### src/rtl/div_pkg.sv
// div_pkg
//  Shared definitions for the divider issue controller.
//  - DIV_W       : datapath width of the SRT divider core (fixed at 32)
//  - DIV_OP_*    : request opcode encodings (bit 1 = remainder, bit 0 = unsigned)
//  - ST_*        : one-hot controller state encodings (5 states)
//  - op_is_signed: signedness of an opcode
package div_pkg;

  localparam int DIV_W = 32;

  localparam logic [1:0] DIV_OP_DIV  = 2'b00;
  localparam logic [1:0] DIV_OP_DIVU = 2'b01;
  localparam logic [1:0] DIV_OP_MOD  = 2'b10;
  localparam logic [1:0] DIV_OP_MODU = 2'b11;

  localparam logic [4:0] ST_IDLE  = 5'b00001;
  localparam logic [4:0] ST_ISSUE = 5'b00010;
  localparam logic [4:0] ST_WAIT  = 5'b00100;
  localparam logic [4:0] ST_DRAIN = 5'b01000;
  localparam logic [4:0] ST_DONE  = 5'b10000;

  // Bit 0 of the opcode selects unsigned, so signed is its complement.
  function automatic logic op_is_signed(input logic [1:0] op);
    return ~op[0];
  endfunction

endpackage

### src/rtl/div_special_detect.sv
// div_special_detect
//  Combinational detection of the divide cases that never need the core.
//  Ports:
//   src1      in  DATA_W  dividend
//   src2      in  DATA_W  divisor
//   is_signed in  1       signed operation
//   is_zero   out 1       divisor is zero
//   is_ovf    out 1       signed most-negative / -1 overflow
//   spec_quo  out DATA_W  quotient for the special case (valid if is_zero|is_ovf)
//   spec_rem  out DATA_W  remainder for the special case (valid if is_zero|is_ovf)
module div_special_detect
  import div_pkg::*;
#(
  parameter int DATA_W = DIV_W
) (
  input  logic [DATA_W-1:0] src1,
  input  logic [DATA_W-1:0] src2,
  input  logic              is_signed,
  output logic              is_zero,
  output logic              is_ovf,
  output logic [DATA_W-1:0] spec_quo,
  output logic [DATA_W-1:0] spec_rem
);

  localparam logic [DATA_W-1:0] MOST_NEG = {1'b1, {(DATA_W-1){1'b0}}};

  // Divide-by-zero takes priority: an all-ones divisor can never also be zero,
  // so the two flags are exclusive anyway, but the result mux favours is_zero.
  always_comb begin
    is_zero  = (src2 == '0);
    is_ovf   = is_signed && (src1 == MOST_NEG) && (src2 == '1);
    spec_quo = MOST_NEG;
    spec_rem = '0;
    if (is_zero) begin
      spec_quo = '1;
      spec_rem = src1;
    end
  end

endmodule

### src/rtl/div_issue_ctrl.sv
// div_issue_ctrl
//  Sequencer between the EX stage and the radix-2 SRT divider core. Special
//  cases (divide-by-zero, signed overflow) and repeat-operand cache hits are
//  answered locally; everything else is launched on the core. A flush while
//  the core is busy drains the core before accepting new work.
//  Ports:
//   clk, rst                      clock, synchronous active-high reset
//   req_valid/req_ready           request handshake
//   req_op, req_src1, req_src2    opcode, dividend, divisor
//   flush                         cancel the accepted, unreturned request
//   resp_valid/resp_ready         response handshake
//   resp_data                     quotient (DIV*) or remainder (MOD*)
//   busy                          controller not idle
//   core_enable                   one-cycle launch pulse to the core
//   core_sign_en, core_op1/op2    operands to the core, stable during a run
//   core_ready, core_complete     core idle / result valid this cycle
//   core_quo, core_rem            core results
module div_issue_ctrl
  import div_pkg::*;
#(
  parameter int DATA_W   = DIV_W,
  parameter bit CACHE_EN = 1'b1
) (
  input  logic              clk,
  input  logic              rst,
  input  logic              req_valid,
  output logic              req_ready,
  input  logic [1:0]        req_op,
  input  logic [DATA_W-1:0] req_src1,
  input  logic [DATA_W-1:0] req_src2,
  input  logic              flush,
  output logic              resp_valid,
  input  logic              resp_ready,
  output logic [DATA_W-1:0] resp_data,
  output logic              busy,
  output logic              core_enable,
  output logic              core_sign_en,
  output logic [DATA_W-1:0] core_op1,
  output logic [DATA_W-1:0] core_op2,
  input  logic              core_ready,
  input  logic              core_complete,
  input  logic [DATA_W-1:0] core_quo,
  input  logic [DATA_W-1:0] core_rem
);

  logic [4:0]        state;
  logic [1:0]        op_q;
  logic [DATA_W-1:0] src1_q;
  logic [DATA_W-1:0] src2_q;
  logic              sign_q;
  logic [DATA_W-1:0] quo_q;
  logic [DATA_W-1:0] rem_q;

  logic              cache_valid;
  logic [DATA_W-1:0] cache_src1;
  logic [DATA_W-1:0] cache_src2;
  logic              cache_sign;
  logic [DATA_W-1:0] cache_quo;
  logic [DATA_W-1:0] cache_rem;

  logic              req_sign;
  logic              handshake;
  logic              cache_hit;
  logic              cache_fill;
  logic              is_zero;
  logic              is_ovf;
  logic [DATA_W-1:0] spec_quo;
  logic [DATA_W-1:0] spec_rem;

  assign req_sign = op_is_signed(req_op);

  div_special_detect #(.DATA_W(DATA_W)) u_special (
    .src1      (req_src1),
    .src2      (req_src2),
    .is_signed (req_sign),
    .is_zero   (is_zero),
    .is_ovf    (is_ovf),
    .spec_quo  (spec_quo),
    .spec_rem  (spec_rem)
  );

  // Requests are only taken from IDLE with the core free; the core_ready gate
  // matters after a reset, when the core may still be coming out of reset.
  always_comb begin
    req_ready = (state == ST_IDLE) && core_ready && !flush;
    handshake = req_valid && req_ready;
    cache_hit = CACHE_EN && cache_valid && (req_src1 == cache_src1) &&
                (req_src2 == cache_src2) && (req_sign == cache_sign);
    cache_fill = core_complete && ((state == ST_WAIT) || (state == ST_DRAIN));
  end

  // Operand and result registers are only written at acceptance or at core
  // completion, which keeps core operands and resp_data stable in between.
  always_comb begin
    busy         = (state != ST_IDLE);
    core_enable  = (state == ST_ISSUE);
    resp_valid   = (state == ST_DONE);
    core_sign_en = sign_q;
    core_op1     = src1_q;
    core_op2     = src2_q;
    resp_data    = op_q[1] ? rem_q : quo_q;
  end

  // Controller FSM. Special cases and cache hits jump straight to DONE; misses
  // go through ISSUE/WAIT. A flush after launch cannot abort the core, so the
  // controller drains it (DRAIN) and the result still refreshes the cache.
  always_ff @(posedge clk) begin
    if (rst) begin
      state  <= ST_IDLE;
      op_q   <= '0;
      src1_q <= '0;
      src2_q <= '0;
      sign_q <= 1'b0;
      quo_q  <= '0;
      rem_q  <= '0;
    end else begin
      case (state)
        ST_IDLE: begin
          if (handshake) begin
            op_q   <= req_op;
            src1_q <= req_src1;
            src2_q <= req_src2;
            sign_q <= req_sign;
            if (is_zero || is_ovf) begin
              quo_q <= spec_quo;
              rem_q <= spec_rem;
              state <= ST_DONE;
            end else if (cache_hit) begin
              quo_q <= cache_quo;
              rem_q <= cache_rem;
              state <= ST_DONE;
            end else begin
              state <= ST_ISSUE;
            end
          end
        end
        ST_ISSUE: begin
          state <= flush ? ST_DRAIN : ST_WAIT;
        end
        ST_WAIT: begin
          if (core_complete) begin
            quo_q <= core_quo;
            rem_q <= core_rem;
            state <= flush ? ST_IDLE : ST_DONE;
          end else if (flush) begin
            state <= ST_DRAIN;
          end
        end
        ST_DRAIN: begin
          if (core_complete) begin
            state <= ST_IDLE;
          end
        end
        ST_DONE: begin
          if (flush || resp_ready) begin
            state <= ST_IDLE;
          end
        end
        default: begin
          state <= ST_IDLE;
        end
      endcase
    end
  end

  // Result cache: refreshed by every core result, flushed or not, and only
  // invalidated by reset. The tag deliberately excludes the opcode so that a
  // remainder request following the matching divide hits.
  always_ff @(posedge clk) begin
    if (rst) begin
      cache_valid <= 1'b0;
      cache_src1  <= '0;
      cache_src2  <= '0;
      cache_sign  <= 1'b0;
      cache_quo   <= '0;
      cache_rem   <= '0;
    end else if (cache_fill) begin
      cache_valid <= CACHE_EN;
      cache_src1  <= src1_q;
      cache_src2  <= src2_q;
      cache_sign  <= sign_q;
      cache_quo   <= core_quo;
      cache_rem   <= core_rem;
    end
  end

endmodule

### config.mk
export PLATFORM = sky130hd
export DESIGN_NAME = div_issue_ctrl
export DESIGN_NICKNAME = d
export VERILOG_FILES = /design/src/rtl/div_pkg.sv /design/src/rtl/div_special_detect.sv /design/src/rtl/div_issue_ctrl.sv
export SDC_FILE = /design/constraint.sdc
export NUM_CORES = 1
export LEC_CHECK = 0
export CAP_MARGIN = 20
export CORE_MARGIN = 1.5
export CORE_UTILIZATION = 59
export CTS_BUF_LIST = sky130_fd_sc_hd__clkbuf_8
export CTS_CLUSTER_DIAMETER = 120
export DETAILED_ROUTE_END_ITERATION = 16
export PLACE_DENSITY = 0.88
export SYNTH_ARGS = -nofsm -noshare
export SYNTH_HDL_FRONTEND = slang
export SYNTH_HIERARCHICAL = 1
export SYNTH_SLANG_ARGS = --single-unit
### constraint.sdc
create_clock -name clk -period 5.25 [get_ports clk]
set_input_delay 0.7875 -clock clk [delete_from_list [all_inputs] [get_ports clk]]
set_output_delay 0.7875 -clock clk [all_outputs]
set_load 0.05 [all_outputs]
---- Word level (Yosys, flattened, before mapping) ----
Index checks and enable logic that the tools add are counted.
word-level totals
  output and inout bits ................... 101
  flip-flop bits (word level) ............. 266
cells by class
  mux-type cells .......................... 23
  reduce and logical (&&, ||, !) cells .... 18
  equal/unequal tests ..................... 17
  bitwise logic cells ..................... 1
operator list
  operator                count
  $mux W32                10
  $pmux W32 S2            2
  $eq A32 B32 Y1          2
  $eq A32 B32 Y1 const B  2
  $mux W5                 8
  $logic_not A32 Y1       1
  $mux W31                1
  $pmux W5 S5             1
  $logic_and A1 B1 Y1     9
  $reduce_and A4 Y1       2
  $ne A2 B2 Y1 const B    3
  $eq A5 B1 Y1 const B    1
  $eq A5 B2 Y1 const B    1
  $eq A5 B3 Y1 const B    1
  $eq A5 B4 Y1 const B    1
  $eq A5 B5 Y1 const B    1
  $ne A5 B1 Y1 const B    1
  $mux W4                 1
  $logic_or A1 B1 Y1      3
  $ne A3 B2 Y1 const B    1
  $ne A3 B3 Y1 const B    1
  $ne A2 B1 Y1 const B    1
  $reduce_and A2 Y1       1
  $reduce_bool A2 Y1      1
  other kinds (3)         3

---- Logic depth before layout (Yosys ltp) ----
  depth in word-level cells ............... 8
  gate-level depth with buffers ........... 12
  gate-level depth less buffers ........... 10

---- Cells and area by module ----
The synthesis kept the hierarchy.
modules (own cells, without submodules)
  module              times used  area each (µm²)  cells each  seq. area each (µm²)
  div_issue_ctrl      1           12394.4          1635        5305.1
  div_special_detect  1           685.7            104         0.0

---- Least setup slack after synthesis ----
OpenSTA, ideal clock, no wires.
  kind .................................... reg-to-reg
  from .................................... register state[4]
  to ...................................... register rem_q[10]
  path buffers ............................ 2
  cell stages (with the launch flop) ...... 10
  path slack .............................. 1.812 ns
  data required time ...................... 5.120 ns
  data arrival time ....................... 3.309 ns
  cells stage by stage .................... dfxtp_1 > nor2_1 > and3_1 > inv_1 > nor3b_1 > nand2_1 > o21ai_0 > clkbuf_1 > clkbuf_1 > o41ai_1
between the ends
  longest elaborated chain between the ends .. 6
  elaborated cells between the ends (all ways) .. 11
  those cells by class .................... 5 x eq/ne; 1 x mux; 5 x reduce/logical
RTL lines
  element                            RTL line               text
  start, declared                    div_issue_ctrl.sv:46   logic [4:0] state;
  start signal, assigned             div_issue_ctrl.sv:138  state <= flush ? ST_DRAIN : ST_WAIT;
  start signal, assigned             div_issue_ctrl.sv:144  state <= flush ? ST_IDLE : ST_DONE;
  $eq A5 B1 Y1                       div_issue_ctrl.sv:85   req_ready = (state == ST_IDLE) && core_ready && !flush;
  $logic_and A1 B1 Y1 (2 in series)  div_issue_ctrl.sv:85
  net req_ready                      div_issue_ctrl.sv:27   output logic req_ready,
  $logic_and A1 B1 Y1                div_issue_ctrl.sv:86   handshake = req_valid && req_ready;
  $ne A2 B2 Y1 (no line)             n/a
  $reduce_and A4 Y1 (no line)        n/a
  end signal, assigned               div_issue_ctrl.sv:126  rem_q <= spec_rem;
  end signal, assigned               div_issue_ctrl.sv:130  rem_q <= cache_rem;
  end signal, assigned               div_issue_ctrl.sv:143  rem_q <= core_rem;
  end, declared                      div_issue_ctrl.sv:52   logic [DATA_W-1:0] rem_q;
The timed path passes the listed nets, and every way through them passes these cells.
A chain may end at the register's enable or synchronous reset.

---- Worst setup path after layout ----
  from .................................... input req_src1[19]
  to ...................................... register rem_q[7]
between the ends
  longest elaborated chain between the ends .. 7
  elaborated cells between the ends (all ways) .. 13
  those cells by class .................... 3 x eq/ne; 3 x mux; 7 x reduce/logical
RTL lines
  element                              RTL line                  text
  start, declared                      div_issue_ctrl.sv:29      input logic [DATA_W-1:0] req_src1,
  $eq A32 B32 Y1 *                     div_special_detect.sv:31  is_ovf = is_signed && (src1 == MOST_NEG) && (src2 == '1);
  $logic_and A1 B1 Y1 * (2 in series)  div_special_detect.sv:31
  net is_ovf                           div_issue_ctrl.sv:66      logic is_ovf;
  $logic_or A1 B1 Y1 *                 div_issue_ctrl.sv:124     if (is_zero || is_ovf) begin
  $mux W32                             div_issue_ctrl.sv:124
  $mux W32                             div_issue_ctrl.sv:119     if (handshake) begin
  $pmux W32 S2                         div_issue_ctrl.sv:117     case (state)
The timed path passes the listed nets; every way through them passes the cells marked *. The select of a mux whose other input is x is not followed.

==> flow_summary_export.csv <==
group,metric,value,unit
synth,synth_area,13100,um^2
finish,diodes,0,
min_path,worstHoldEndpoint,"cache_quo[28]$_SDFFE_PP0P_",
finish,layout_commonest_cell,"nand2_1",
global_routing,grt_max_degree,173,
finish,multi_input_area,6740,um^2
synth,ys_top_cells_by_area,"dfxtp_1 (41%), nand2_1 (13%), a21oi_1 (7.5%)",
place,io_buffers,237,
sta,maxSlewViolCount,0,
sta,max_clock_freq,0.257,GHz
global_routing,antenna_found_initial,0,
synth,synth_cell_type_count,46,
synth,synth_edf_count,0,
cts,cts_resized,0,
synth,ys_ff_latch,265,
pwr,leakage,5.73,nW
floorplanning,rows,54,
setup_path,reg2reg_from,"cache_src2[21]$_SDFFE_PP0P_",
cts,clk_pin_slew,0.06,ns
cts,clk_latency,0.58,ns
routing,wl_per_cell,19.1,um
finish,nFillCells,1707,
routing,routed_via_density,6.09,
global_routing,grt-ovfl-total,0,
place,dpl.hpwl,27600,um
synth,synth-simple-area-share,0.229,
setup_path,critical_path_arrival,4.31,ns
setup_path,critical_path.endpoint_type,"flip-flop",
sta,period_share,0.741,
min_path,hold_depth,2,
run_status,status,"completed",
cts,clock_path_buffers,3,
cts,numCtsBuffers,45,
setup_path,reg2reg_depth,8,
setup_path,cp-start-kind,"input port",
routing,postRouteAntennaNets,0,
cts,hold_buffers,0,
flow_run,maxCapViolCount,0,
floorplanning,initial_core_util,0.601,
synth,muxShareOfSynthArea,0.0490,
floorplanning,ios,238,
synth,yosys.area_share.adder,0,
finish,drive_gt1_frac,0.0489,
sta,relSlewSlack,0.300,
cts,cts_tree,"done",
routing,drt_iter0_drc,1305,
synth,synth-compound-area-share,0.204,
synth,ys.flop_type,"dfxtp_1",
routing,wl,41700,um
synth,avgSynthCellArea,7.52,um^2
synth,yosys_warnings,6,
sta,worst_slew_pin_slew,1.05,ns
synth,syn_nets,1876,
min_path,worstHoldPathType,"reg -> reg",
floorplanning,dieWidth,152,um
finish,layout_common_cells,"nand2_1 (434), dfxtp_1 (264), clkdlybuf4s50_1 (236)",
setup_path,r2r_setup_slack,2.27,ns
cts,numClockSinks,265,
sta,setup_viol,0,
routing,drcViolationCount,0,
setup_path,cp_max_fo,54,
min_path,worstHoldStart,"cache_quo[28]$_SDFFE_PP0P_",
synth,seq_area_frac_synth,0.406,
cts,h-tree-depth,2,
pwr,power_density,270,nW/um^2
global_routing,grt_util_all_layers,0.347,
pwr,ir_worst_vdd,0.180,mV
routing,vias,13300,
sta,fin_setup_tns,0,ns
cts,postCtsSetupBuffers,0,
synth,yosysTopAreaCellShare,0.406,
routing,firstDrtPassIters,10,
synth,syn_inst,1739,
place,gp_congestion,1.00,
floorplanning,core_area,21800,um^2
sta,final_hold_viol_count,0,
finish,seqCellArea,5310,um^2
finish,area_delta_synth_final,23.4,%
sta,fin_skew,0.0276,ns
floorplanning,die_height,152,um
floorplanning,die_area,23100,um^2
sta,fin_crit,3.89,ns
finish,fin_nets,2004,
sta,timing.hold.ws,0.453,ns
synth,synth_top_family_by_area,"simple AND/OR/NAND/NOR gates",
setup_path,worst-setup-path-type,"in -> reg",
global_routing,grt_pass1_wl,65200,um
sta,rsz0062_at_grt,"no",
global_routing,grt_pass1_vias,12400,
cts,cts_root_buffer,"clkbuf_8",
synth,synth_xor_area_frac,0.0295,
setup_path,reg2reg_to,"rem_q[7]$_SDFFE_PP0P_",
synth,post-synth-top-area-cell,"dfxtp_1",
setup_path,cp.required,5.67,ns
synth,ys_async_sr_fraction,0,
registers in the layout, summed over array words and instances, names as in the netlist:
name,cells
cache_src2,32
state,5
cache_valid,1
rem_q,32
core_op2,32
cache_sign,1
core_op1,32
cache_rem,32
quo_q,32
cache_src1,32
core_sign_en,1
cache_quo,32
op_q,1
kinds of logic (layout without fill, tap and decap cells):
logic type / Yosys count / count (layout)
AOI/OAI and AO/OA: 442 / 442
xor gates and xnor gates: 44 / 44
buffers and inverters: 247 / 408
DFF: 265 / 265
muxes: 64 / 64
other: 1 / 1
and+or+nand+nor: 676 / 676
critical path, stage by stage:
cell             delay [ns]
clkdlybuf4s50_1        0.50
nor4_1                 0.64
nand4_1                0.18
or4_1                  0.56
nor4_2                 0.25
nor2_4                 0.10
o21ai_4                0.66
buf_12                 0.31
o21ai_0                0.16
o41ai_1                0.13
synthesized netlist by cell type (all sizes together), types with 5 or more instances:
cell type,instances
nor4,22
nand3,8
inv,75
nand4,28
nand2b,37
o41ai,64
or4,5
nor3,5
o21ai,99
mux2i,64
o2111ai,5
xnor2,31
and2,34
clkbuf,117
a211oi,65
nand2,436
xor2,13
buf,55
nor2,77
dfxtp,265
a21oi,197
worst max path at each step:
stage / start / end / cells past startpoint
6_report: req_src1[19] / rem_q[7]$_SDFFE_PP0P_ / 10
5_1_grt: req_src1[19] / rem_q[7]$_SDFFE_PP0P_ / 10
4_1_cts: req_src1[19] / rem_q[7]$_SDFFE_PP0P_ / 10
3_5_place_dp: req_src1[19] / rem_q[19]$_SDFFE_PP0P_ / 10
3_3_place_gp: req_src1[19] / rem_q[11]$_SDFFE_PP0P_ / 10
2_1_floorplan: state[4]$_SDFFE_PP0P_ / rem_q[10]$_SDFFE_PP0P_ / 9
layout make-up:
class                   count  area share
multi-input cells        1227       0.417
flip-flops and latches    265       0.329
repair buffers            253       0.158
clock buffers              54      0.0460
well taps                 280      0.0217
inverters                  75      0.0174
clock inverters            26      0.0109
report_power, final:
part           internal, W  switching (W)  leakage (nW)  total, W
sequential         0.00203      0.0000206          2.14   0.00205
combinational     0.000161       0.000246          3.06  0.000407
clock              0.00104       0.000870         0.528   0.00191
per-stage QoR:
| stage | power, W | worst slack, ns | instance area, um^2 | cells | utilization |
|---|---|---|---|---|---|
| after global placement | 0.00249 | 1.01 | 15200 | 2100 | 0.700 |
| after CTS | 0.00437 | 1.45 | 16100 | 2180 | 0.742 |
| after global routing | 0.00448 | 1.32 | 16100 | 2180 | 0.742 |
| final | 0.00436 | 1.36 | 16100 | 2180 | 0.742 |
| after detailed placement | 0.00249 | 0.899 | 15200 | 2100 | 0.700 |
| after floorplan | 0.00227 | 1.81 | 13100 | 1739 | - |
layer usage:
metal,vias to the layer above,track usage,share of wire
met5,-,0,0
met1,6159,0.446,0.39
met4,0,0.184,0.051
met2,755,0.560,0.47
li1,6206,-,-
met3,159,0.0565,0.092
(Power assumes the default switching activity.)
